[config.mk]
export PLATFORM = sky130hd
export DESIGN_NAME = ldmstm_sequencer
export DESIGN_NICKNAME = d
export VERILOG_FILES = /design/src/rtl/ldmstm_sequencer_pkg.sv /design/src/rtl/ldmstm_sequencer_countones.sv /design/src/rtl/ldmstm_sequencer.sv
export SDC_FILE = /design/constraint.sdc
export NUM_CORES = 1
export LEC_CHECK = 0
export BUFFER_PORTS_ARGS = -buffer_cell sky130_fd_sc_hd__buf_2
export CAP_MARGIN = 0
export CORE_MARGIN = 1.5
export CORE_UTILIZATION = 52
export DETAILED_ROUTE_END_ITERATION = 10
export GPL_TIMING_DRIVEN = 0
export PLACE_DENSITY = 0.79
export SLEW_MARGIN = 20
export SYNTH_ARGS = -nofsm -noshare
export SYNTH_HDL_FRONTEND = slang
export SYNTH_SLANG_ARGS = --single-unit
export TNS_END_PERCENT = 1
[constraint.sdc]
create_clock -name clk -period 2.5 [get_ports clk]
set_input_delay 0.5 -clock clk [delete_from_list [all_inputs] [get_ports clk]]
set_output_delay 0.5 -clock clk [all_outputs]
set_load 0.005 [all_outputs]
[src/rtl/ldmstm_sequencer_pkg.sv]
// Shared types for the LDM/STM block-transfer sequencer: FSM states,
// {P,U} addressing-mode encoding, default stride and a lowest-set-bit helper.
package ldmstm_sequencer_pkg;

  localparam int DEFAULT_WORD_BYTES = 4;

  typedef enum logic [1:0] {
    IDLE   = 2'd0,
    ISSUE  = 2'd1,
    FINISH = 2'd2
  } state_t;

  // Encoding is {P,U}: P selects pre-index, U selects upward addressing.
  typedef enum logic [1:0] {
    MODE_DA = 2'b00,
    MODE_IA = 2'b01,
    MODE_DB = 2'b10,
    MODE_IB = 2'b11
  } mode_t;

  function automatic logic [3:0] lowest_index(input logic [15:0] list);
    logic [3:0] idx;
    idx = '0;
    for (int i = 15; i >= 0; i--) begin
      if (list[i]) idx = 4'(i);
    end
    return idx;
  endfunction

endpackage

[src/rtl/ldmstm_sequencer_countones.sv]
// Population count of the 16-bit register list (0..16).
module countones (
  input  logic [15:0] value,
  output logic [4:0]  count
);

  always_comb begin
    count = '0;
    for (int i = 0; i < 16; i++) begin
      count = count + {4'b0, value[i]};
    end
  end

endmodule

[src/rtl/ldmstm_sequencer.sv]
// LDM/STM sequencer: expands a register list into one transfer per cycle.
// Optional base writeback is built only when LDMSTM_WRITEBACK_EN is defined.
module ldmstm_sequencer
  import ldmstm_sequencer_pkg::*;
#(
  parameter int AW         = 32,
  parameter int WORD_BYTES = DEFAULT_WORD_BYTES
) (
  input  logic          clk,
  input  logic          reset,
  input  logic          start,
  input  logic [15:0]   reglist,
  input  logic [AW-1:0] rn_base,
  input  logic          p_bit,
  input  logic          u_bit,
  input  logic          l_bit,
  input  logic          stall,
  output logic          busy,
  output logic          uop_valid,
  output logic [3:0]    uop_reg,
  output logic [AW-1:0] uop_addr,
  output logic          uop_load,
  output logic          uop_last,
  output logic          done,
  output logic          wb_valid,
  output logic [AW-1:0] wb_value
);

  state_t        state, state_next;
  mode_t         mode;
  logic [15:0]   work;
  logic [AW-1:0] addr;
  logic          load_q;
  logic [4:0]    count;
  logic [AW-1:0] stride;
  logic [AW-1:0] span;
  logic [AW-1:0] start_addr;
  logic          accept;

  countones u_countones (
    .value (reglist),
    .count (count)
  );

  assign stride = AW'(WORD_BYTES);
  assign span   = AW'(count) * stride;
  assign mode   = mode_t'({p_bit, u_bit});
  assign accept = (state == IDLE) && start && !stall;

  // Lowest address of the block; transfers always walk upward from here.
  always_comb begin
    start_addr = rn_base;
    case (mode)
      MODE_IA: start_addr = rn_base;
      MODE_IB: start_addr = rn_base + stride;
      MODE_DA: start_addr = rn_base - span + stride;
      MODE_DB: start_addr = rn_base - span;
      default: start_addr = rn_base;
    endcase
  end

  always_ff @(posedge clk or posedge reset) begin
    if (reset) state <= IDLE;
    else if (!stall) state <= state_next;
  end

  always_comb begin
    state_next = state;
    case (state)
      IDLE:    if (start) state_next = (count == 5'd0) ? FINISH : ISSUE;
      ISSUE:   if (uop_last) state_next = FINISH;
      FINISH:  state_next = IDLE;
      default: state_next = IDLE;
    endcase
  end

  // Each accepted transfer retires the lowest set bit of the working list.
  always_ff @(posedge clk or posedge reset) begin
    if (reset) begin
      work   <= '0;
      addr   <= '0;
      load_q <= 1'b0;
    end else if (accept) begin
      work   <= reglist;
      addr   <= start_addr;
      load_q <= l_bit;
    end else if (!stall && state == ISSUE) begin
      work <= work & (work - 16'd1);
      addr <= addr + stride;
    end
  end

  assign busy      = (state != IDLE);
  assign uop_valid = (state == ISSUE);
  assign uop_reg   = lowest_index(work);
  assign uop_addr  = addr;
  assign uop_load  = load_q;
  assign uop_last  = (work != '0) && ((work & (work - 16'd1)) == '0);
  assign done      = (state == FINISH);

`ifdef LDMSTM_WRITEBACK_EN
  logic [AW-1:0] wb_q;

  always_ff @(posedge clk or posedge reset) begin
    if (reset) wb_q <= '0;
    else if (accept) wb_q <= u_bit ? (rn_base + span) : (rn_base - span);
  end

  assign wb_valid = done;
  assign wb_value = wb_q;
`else
  assign wb_valid = 1'b0;
  assign wb_value = '0;
`endif

endmodule

# After elaboration in Yosys (flattened, before gate mapping)
# Cells that the tools add are included.
[totals]
register_bits = 51
latch_bits = 0
ramBits = 0
romBits = 0
output_inout_bits = 74
memories = 0
[op_classes]
n_addsub = 20
mul = 0
div_mod_pow = 0
magnitude_cmp = 0
eq_ne = 7
n_shift = 0
mux = 25
bitwise = 2
n_reduce_logical = 13
[op_table]
columns = ["operator", "n"]
rows = [
  ["case mux 32 bit (4 select lines)", 1],
  ["adder 32 x 3 -> 32 bit (second input constant)", 3],
  ["adder 5 x 1 -> 5 bit", 14],
  ["two-way mux 32 bit", 2],
  ["two-way mux 4 bit", 16],
  ["two-way mux 16 bit", 2],
  ["subtractor 32 x 7 -> 32 bit", 1],
  ["bitwise AND 16 bit", 1],
  ["zero test 16 bit", 1],
  ["nonzero test 16 bit", 1],
  ["subtractor 16 x 1 -> 16 bit (second input constant)", 1],
  ["equality test 2 bit (second input constant)", 3],
  ["two-way mux 2 bit", 3],
  ["zero test 5 bit", 1],
  ["equality test 2 x 1 -> 1 bit (second input constant)", 2],
  ["logical AND 1 bit", 4],
  ["zero test 2 bit", 2],
  ["case mux 2 bit (2 select lines)", 1],
  ["nonzero test 2 bit", 2],
  ["AND reduction 3 bit", 1],
  ["adder 1 x 1 -> 2 bit", 1],
  ["!= test 2 x 1 -> 1 bit (second input constant)", 1],
  ["!= test 2 bit (second input constant)", 1],
  ["zero test 1 bit", 1],
  ["inverter 1 bit", 1],
]

# Longest topological paths before layout
[depth]
ltp_word = 19
depth_mapped = 28
mapped_depth_nobuf = 24

# Hierarchy
# From an unflattened synthesis, not the netlist that was laid out.
[hier_totals]
hier_cells = 868
hier_area_um2 = 6412.4
[by_module_without_submodules]
columns = ["mod", "instances", "cells_per_inst", "area_each_um2", "seq_area_each_um2"]
rows = [
  ["ldmstm_sequencer", 1, 821, 6004.5, 1276.2],
  ["countones", 1, 47, 407.9, 0.0],
]

# Worst setup path before layout
# OpenSTA, ideal clock, no wires.
[synth_path]
kind = "input port to flip-flop"
start = "input port reglist[0]"
end = "register addr[30], in the netlist uop_addr[30]"
setup_time_ns = 0.137
t_arrival_ns = 7.512
slack_ns = -5.149
path_stages = 27
cell_sequence = "ha_1 > inv_1 > fa_1 > inv_1 > fa_1 > fa_1 > inv_1 > fa_1 > fa_1 > fa_1 > nor2b_1 > o21ai_0 > ha_1 > clkbuf_1 > and3b_1 > mux2i_1 > a21oi_1 > or4_1 > buf_6 > xor2_2 > a311o_1 > or4_1 > buf_6 > or2_4 > or4_1 > a31oi_1 > a21oi_1"
[synth_via]
elab_chain_cells = 19
[synth_lines]
columns = ["element", "line_no", "source"]
rows = [
  ["start, declared", "ldmstm_sequencer.sv:12", "input logic [15:0] reglist,"],
  ["adder 1 x 1 -> 2 bit *", "ldmstm_sequencer_countones.sv:10", "count = count + {4'b0, value[i]};"],
  ["adder 5 x 1 -> 5 bit * (14 in series)", "ldmstm_sequencer_countones.sv:10", ""],
  ["subtractor 32 x 7 -> 32 bit *", "ldmstm_sequencer.sv:56, ldmstm_sequencer.sv:57", ""],
  ["adder 32 x 3 -> 32 bit", "ldmstm_sequencer.sv:56", "MODE_DA: start_addr = rn_base - span + stride;"],
  ["case mux 32 bit (4 select lines) *", "ldmstm_sequencer.sv:53", "case (mode)"],
  ["two-way mux 32 bit *", "ldmstm_sequencer.sv:83", "end else if (accept) begin"],
  ["end signal, assigned", "ldmstm_sequencer.sv:85", "addr <= start_addr;"],
  ["end signal, assigned", "ldmstm_sequencer.sv:89", "addr <= addr + stride;"],
  ["end, declared", "ldmstm_sequencer.sv:32", "logic [AW-1:0] addr;"],
]
# Every way passes the cells marked *; elsewhere a longest branch is shown, timed or not.
# A chain may end at the register's enable or synchronous reset.

# Worst setup path in the final report
[layout_path]
start = "input port reglist[0]"
end = "register addr[25], in the netlist uop_addr[25]"
# Same word-level chain as after synthesis.

==> tab_implementation.tex <==
\begin{tabular}{lr}
\hline
Metric & Value \\
\hline
\multicolumn{2}{l}{\textbf{Run status}} \\
Status & finished, violations left \\
Failing checks & setup timing \\
\multicolumn{2}{l}{\textbf{Drt}} \\
Routed WL per cell & 18.5 µm \\
Detailed-route DRC error count & 0 \\
Routed via count divided by cell count & roughly 6.3 \\
Number of nets with antenna violations after detailed routing & 0 \\
DRT iter0 DRCs & between 900 and 1000 \\
Via Count & 7511 \\
First-pass DRT Iterations & 6 \\
Detailed-route wire length & approximately 22000 µm \\
\multicolumn{2}{l}{\textbf{Finish}} \\
Nets & 1123 \\
Number of diodes added for antenna fixing & 0 \\
Most common cell after layout, fill and taps aside & nand2\_1 \\
Share of post-route cells with drive strength above 1 & 0.259 \\
Sequential cell area & between 1000 and 1500 µm² \\
Area of the multi-input gates & between 5000 and 6000 µm² \\
Most used cells in the layout excluding fill and tap cells & 106 x nand2\_1, 91 x buf\_2, 69 x buf\_4, 66 x o21ai\_0, 64 x nor2\_1 \\
Synthesis-to-layout area growth & 26.9\% \\
Final std cells w/o fill & approximately 1200 \\
Number of filler instances in the final layout & between 1000 and 1500 \\
\multicolumn{2}{l}{\textbf{Placed design}} \\
Routability congestion estimate & 0.963 \\
Placement Setup Slack & -5.73 ns \\
Number of input and output port buffers inserted & 90 \\
Placed wire-length estimate & between 15000 and 20000 µm \\
Total placed cells including tap cells & about 1100 \\
\multicolumn{2}{l}{\textbf{Logic synthesis}} \\
Primary flip-flop cell chosen by synthesis mapping & dfrtp\_1 \\
Post-synth EDFFs & 0 \\
Synth top area cells & dfrtp\_1 20\%, nand2\_1 6.3\%, o21ai\_0 5.7\% \\
Mean instance size in the synthesized netlist & between 7 and 8 µm² \\
Yosys warnings & 0 \\
Synth top area share & 0.199 \\
Flip-flop and latch count after synthesis & 51 \\
Share of synthesized registers carrying an async set or reset & 1.00 \\
Cells after Synth & between 800 and 900 \\
Distinct cell type count of the synthesized netlist & 85 \\
Post-synth top area cell & dfrtp\_1 \\
Sequential fraction of the synthesis area & 0.199 \\
Synthesized cell area & 6420 µm² \\
\multicolumn{2}{l}{\textbf{Critical path}} \\
Worst r2r src & state[0]\$\_DFFE\_PP0P\_ \\
Reg-to-reg slack, setup & -0.60 ns \\
Type of element capturing the critical path & flip-flop \\
Critical path start-end classification & primary input to flip-flop \\
Source of the critical timing path & reglist[0] \\
Req. time, crit path & between 2 and 3 ns \\
CP Launch Type & primary input \\
Crit path DAT & approximately 7.5 ns \\
Capturing element of the worst setup path & uop\_addr[25]\$\_DFFE\_PP0P\_ \\
Worst-path fanout max & 6 \\
R2R cell count & 8 \\
Critical R2R Capture & uop\_addr[29]\$\_DFFE\_PP0P\_ \\
\multicolumn{2}{l}{\textbf{Global route}} \\
Grt total ovfl & 0 \\
Maximum number of pins on one net before global-route repair & 34 \\
GR Layer Usage met2 & 0.514 \\
Antenna violations before repair & 0 \\
Global-route usage over all layers & 0.320 \\
First-pass GRT wire length & roughly 33000 µm \\
GR met1 Demand/Resource & 0.447 \\
Number of global-route vias before repair & 6496 \\
Highest-utilization routing layer at the global route stage & met2 \\
Global routing usage on met3 & 0.0392 \\
\multicolumn{2}{l}{\textbf{STA}} \\
Final max-slew violation count & 0 \\
Final WS setup & -4.82 ns \\
Post-Route Setup TNS & -131.94 ns \\
Setup repair after global routing missed its margin & yes \\
Final Hold Slack & 0.194 ns \\
Timing-limited maximum frequency & around 140 MHz \\
Setup violators final & 33 \\
Skew final & about 0.0026 ns \\
Part of the cycle the worst path needs & 2.93 \\
Headroom to the max-slew limit & 0.385 \\
Slew at the pin closest to its max-slew limit & slightly above 0.9 ns \\
Min Clock Period, post-route & 7.32 ns \\
Final-report hold violation count & 0 \\
\multicolumn{2}{l}{\textbf{Worst hold path}} \\
Hold Path Class & primary input to async pin \\
\multicolumn{2}{l}{\textbf{Floorplan}} \\
DIE HEIGHT & roughly 110 µm \\
Initial core utilization & 0.534 \\
Width of the die & between 100 and 150 µm \\
Core footprint & approximately 12000 µm² \\
Top Ports & between 100 and 150 \\
Die footprint & 13000 µm² \\
Row count & 40 \\
\multicolumn{2}{l}{\textbf{Clock network}} \\
Clock insertion delay at the later pin of the skew report & 0.30 ns \\
H-tree Lvls & 2 \\
Clock Tree Buf Depth & 2 \\
Clock edge transition at the registers on the reported setup and hold paths & roughly 0.070 ns \\
Clock Root Buffer & clkbuf\_16 \\
Count of hold buffers inserted by post-cts repair & 0 \\
Clock buffer count from CTS & 5 \\
Clock sink count & $\sim$50 \\
CTS tree & done \\
\multicolumn{2}{l}{\textbf{Power and ir drop}} \\
Maximum ir drop on the vdd rail & $\sim$0.00053 V \\
Power, Total & 7.68 mW \\
Leakage & roughly 3.4 nW \\
Power per unit of standard cell area & between 900 and 1000 nW/µm² \\
\multicolumn{2}{l}{\textbf{Flow run}} \\
Max-cap check violation count & 0 \\
\hline
\end{tabular}
==> Yosys cell counts (4+ instances only) <==
cell and number:
nand3_1 28, nand2b_1 10, buf_2 4, or2_2 6, o21a_1 5, nor4b_1 4, a21o_1 6, a21oi_1 49
o21ai_0 73, nor3_1 36, clkbuf_1 38, a22o_1 5, nand4_1 10, inv_1 42, o311ai_0 4, nor2_1 66
and3_1 8, a211oi_1 10, nor3b_1 4, xnor2_1 40, mux2_2 4, o211ai_1 9, buf_4 34, a21boi_0 4
o21ai_1 4, o31ai_1 11, a31oi_1 13, ha_1 13, nor4_1 19, or4_1 8, and2_1 5, or3_1 13
fa_1 11, xor2_1 31, dfrtp_1 51, o22ai_1 6, a221oi_1 4, nand2_1 107, nor2b_1 11, mux2i_1 5
==> metal layers <==
metal | share of wire | vias up
met5 | 0 | -
met4 | 0.034 | 0
met3 | 0.11 | 90
met2 | 0.45 | 527
met1 | 0.40 | 3461
li1 | - | 3433
==> power breakdown <==
part           internal (mW)  switching, mW  total [mW]
registers               1.19          0.468        1.66
logic                   2.29           2.93        5.21
clock network          0.498          0.310       0.808
total                   3.97           3.71        7.68
==> flip-flops by register name, summed over array words and instances, names as in the netlist <==
| name | cells |
|---|---|
| uop_load | 1 |
| uop_addr | 32 |
| state | 2 |
| work | 16 |
==> critical path, cell delays in order <==
cell and delay, ns:
buf_8 0.10, ha_4 0.25, inv_2 0.03, fa_1 0.49
inv_1 0.05, fa_1 0.45, fa_1 0.50, inv_1 0.05
fa_1 0.47, fa_2 0.40, fa_2 0.40, nor2b_4 0.16
o21ai_4 0.09, ha_4 0.20, or3_1 0.33, clkbuf_1 0.20
or4_4 0.51, buf_6 0.15, xor2_4 0.14, a311o_1 0.38
or2_4 0.27, or4_4 0.51, buf_6 0.14, o211ai_1 0.24
mux2i_1 0.12, or3_1 0.37
==> per-stage QoR <==
step	util	area, µm²
global route	0.678	8140
floorplan	-	6550
CTS	0.653	7850
finish	0.678	8140
global placement	0.598	7190
detailed placement	0.600	7210
==> what timing repair did <==
action | 4_1_cts | 5_1_grt
buffers inserted | 22 | 14
pin swaps | 43 | 27
setup endpoints to repair | 37 | 37
gates cloned | 0 | 0
resized for setup | 60 | 43
==> final cells by class <==
class,instances,area share
Timing Repair Buffer,127,0.0950
Sequential cell,51,0.157
Inverter,43,0.0198
Clock buffer,6,0.0171
Clock inverter,2,0.00430
Tap cell,147,0.0226
Multi-Input combinational cell,737,0.626
Buffer,79,0.0586
==> kinds of logic after synthesis <==
logic type               after synthesis  share of synthesized area
AND/OR/NAND/NOR                      352                      0.276
multiplexers                           9                     0.0148
adder cells (fa/ha/maj)               26                     0.0630
other                                  1                   0.000584
AO/OA/AOI/OAI                        244                      0.247
buffers and inverters                122                     0.0956
XOR/XNOR                              73                      0.104
flip-flops                            51                      0.199
==> worst min-delay path by stage <==
stage,startpoint,end,slack (ns),cells after the start
6_report,reset,uop_addr[29]$_DFFE_PP0P_,0.19,2
5_1_grt,reset,uop_addr[29]$_DFFE_PP0P_,0.23,2
4_1_cts,reset,uop_addr[29]$_DFFE_PP0P_,0.21,2
3_5_place_dp,uop_addr[0]$_DFFE_PP0P_,uop_addr[0]$_DFFE_PP0P_,0.46,2
3_3_place_gp,uop_addr[0]$_DFFE_PP0P_,uop_addr[0]$_DFFE_PP0P_,0.45,2
2_1_floorplan,uop_addr[0]$_DFFE_PP0P_,uop_addr[0]$_DFFE_PP0P_,0.47,2
(Power assumes the default switching activity.)
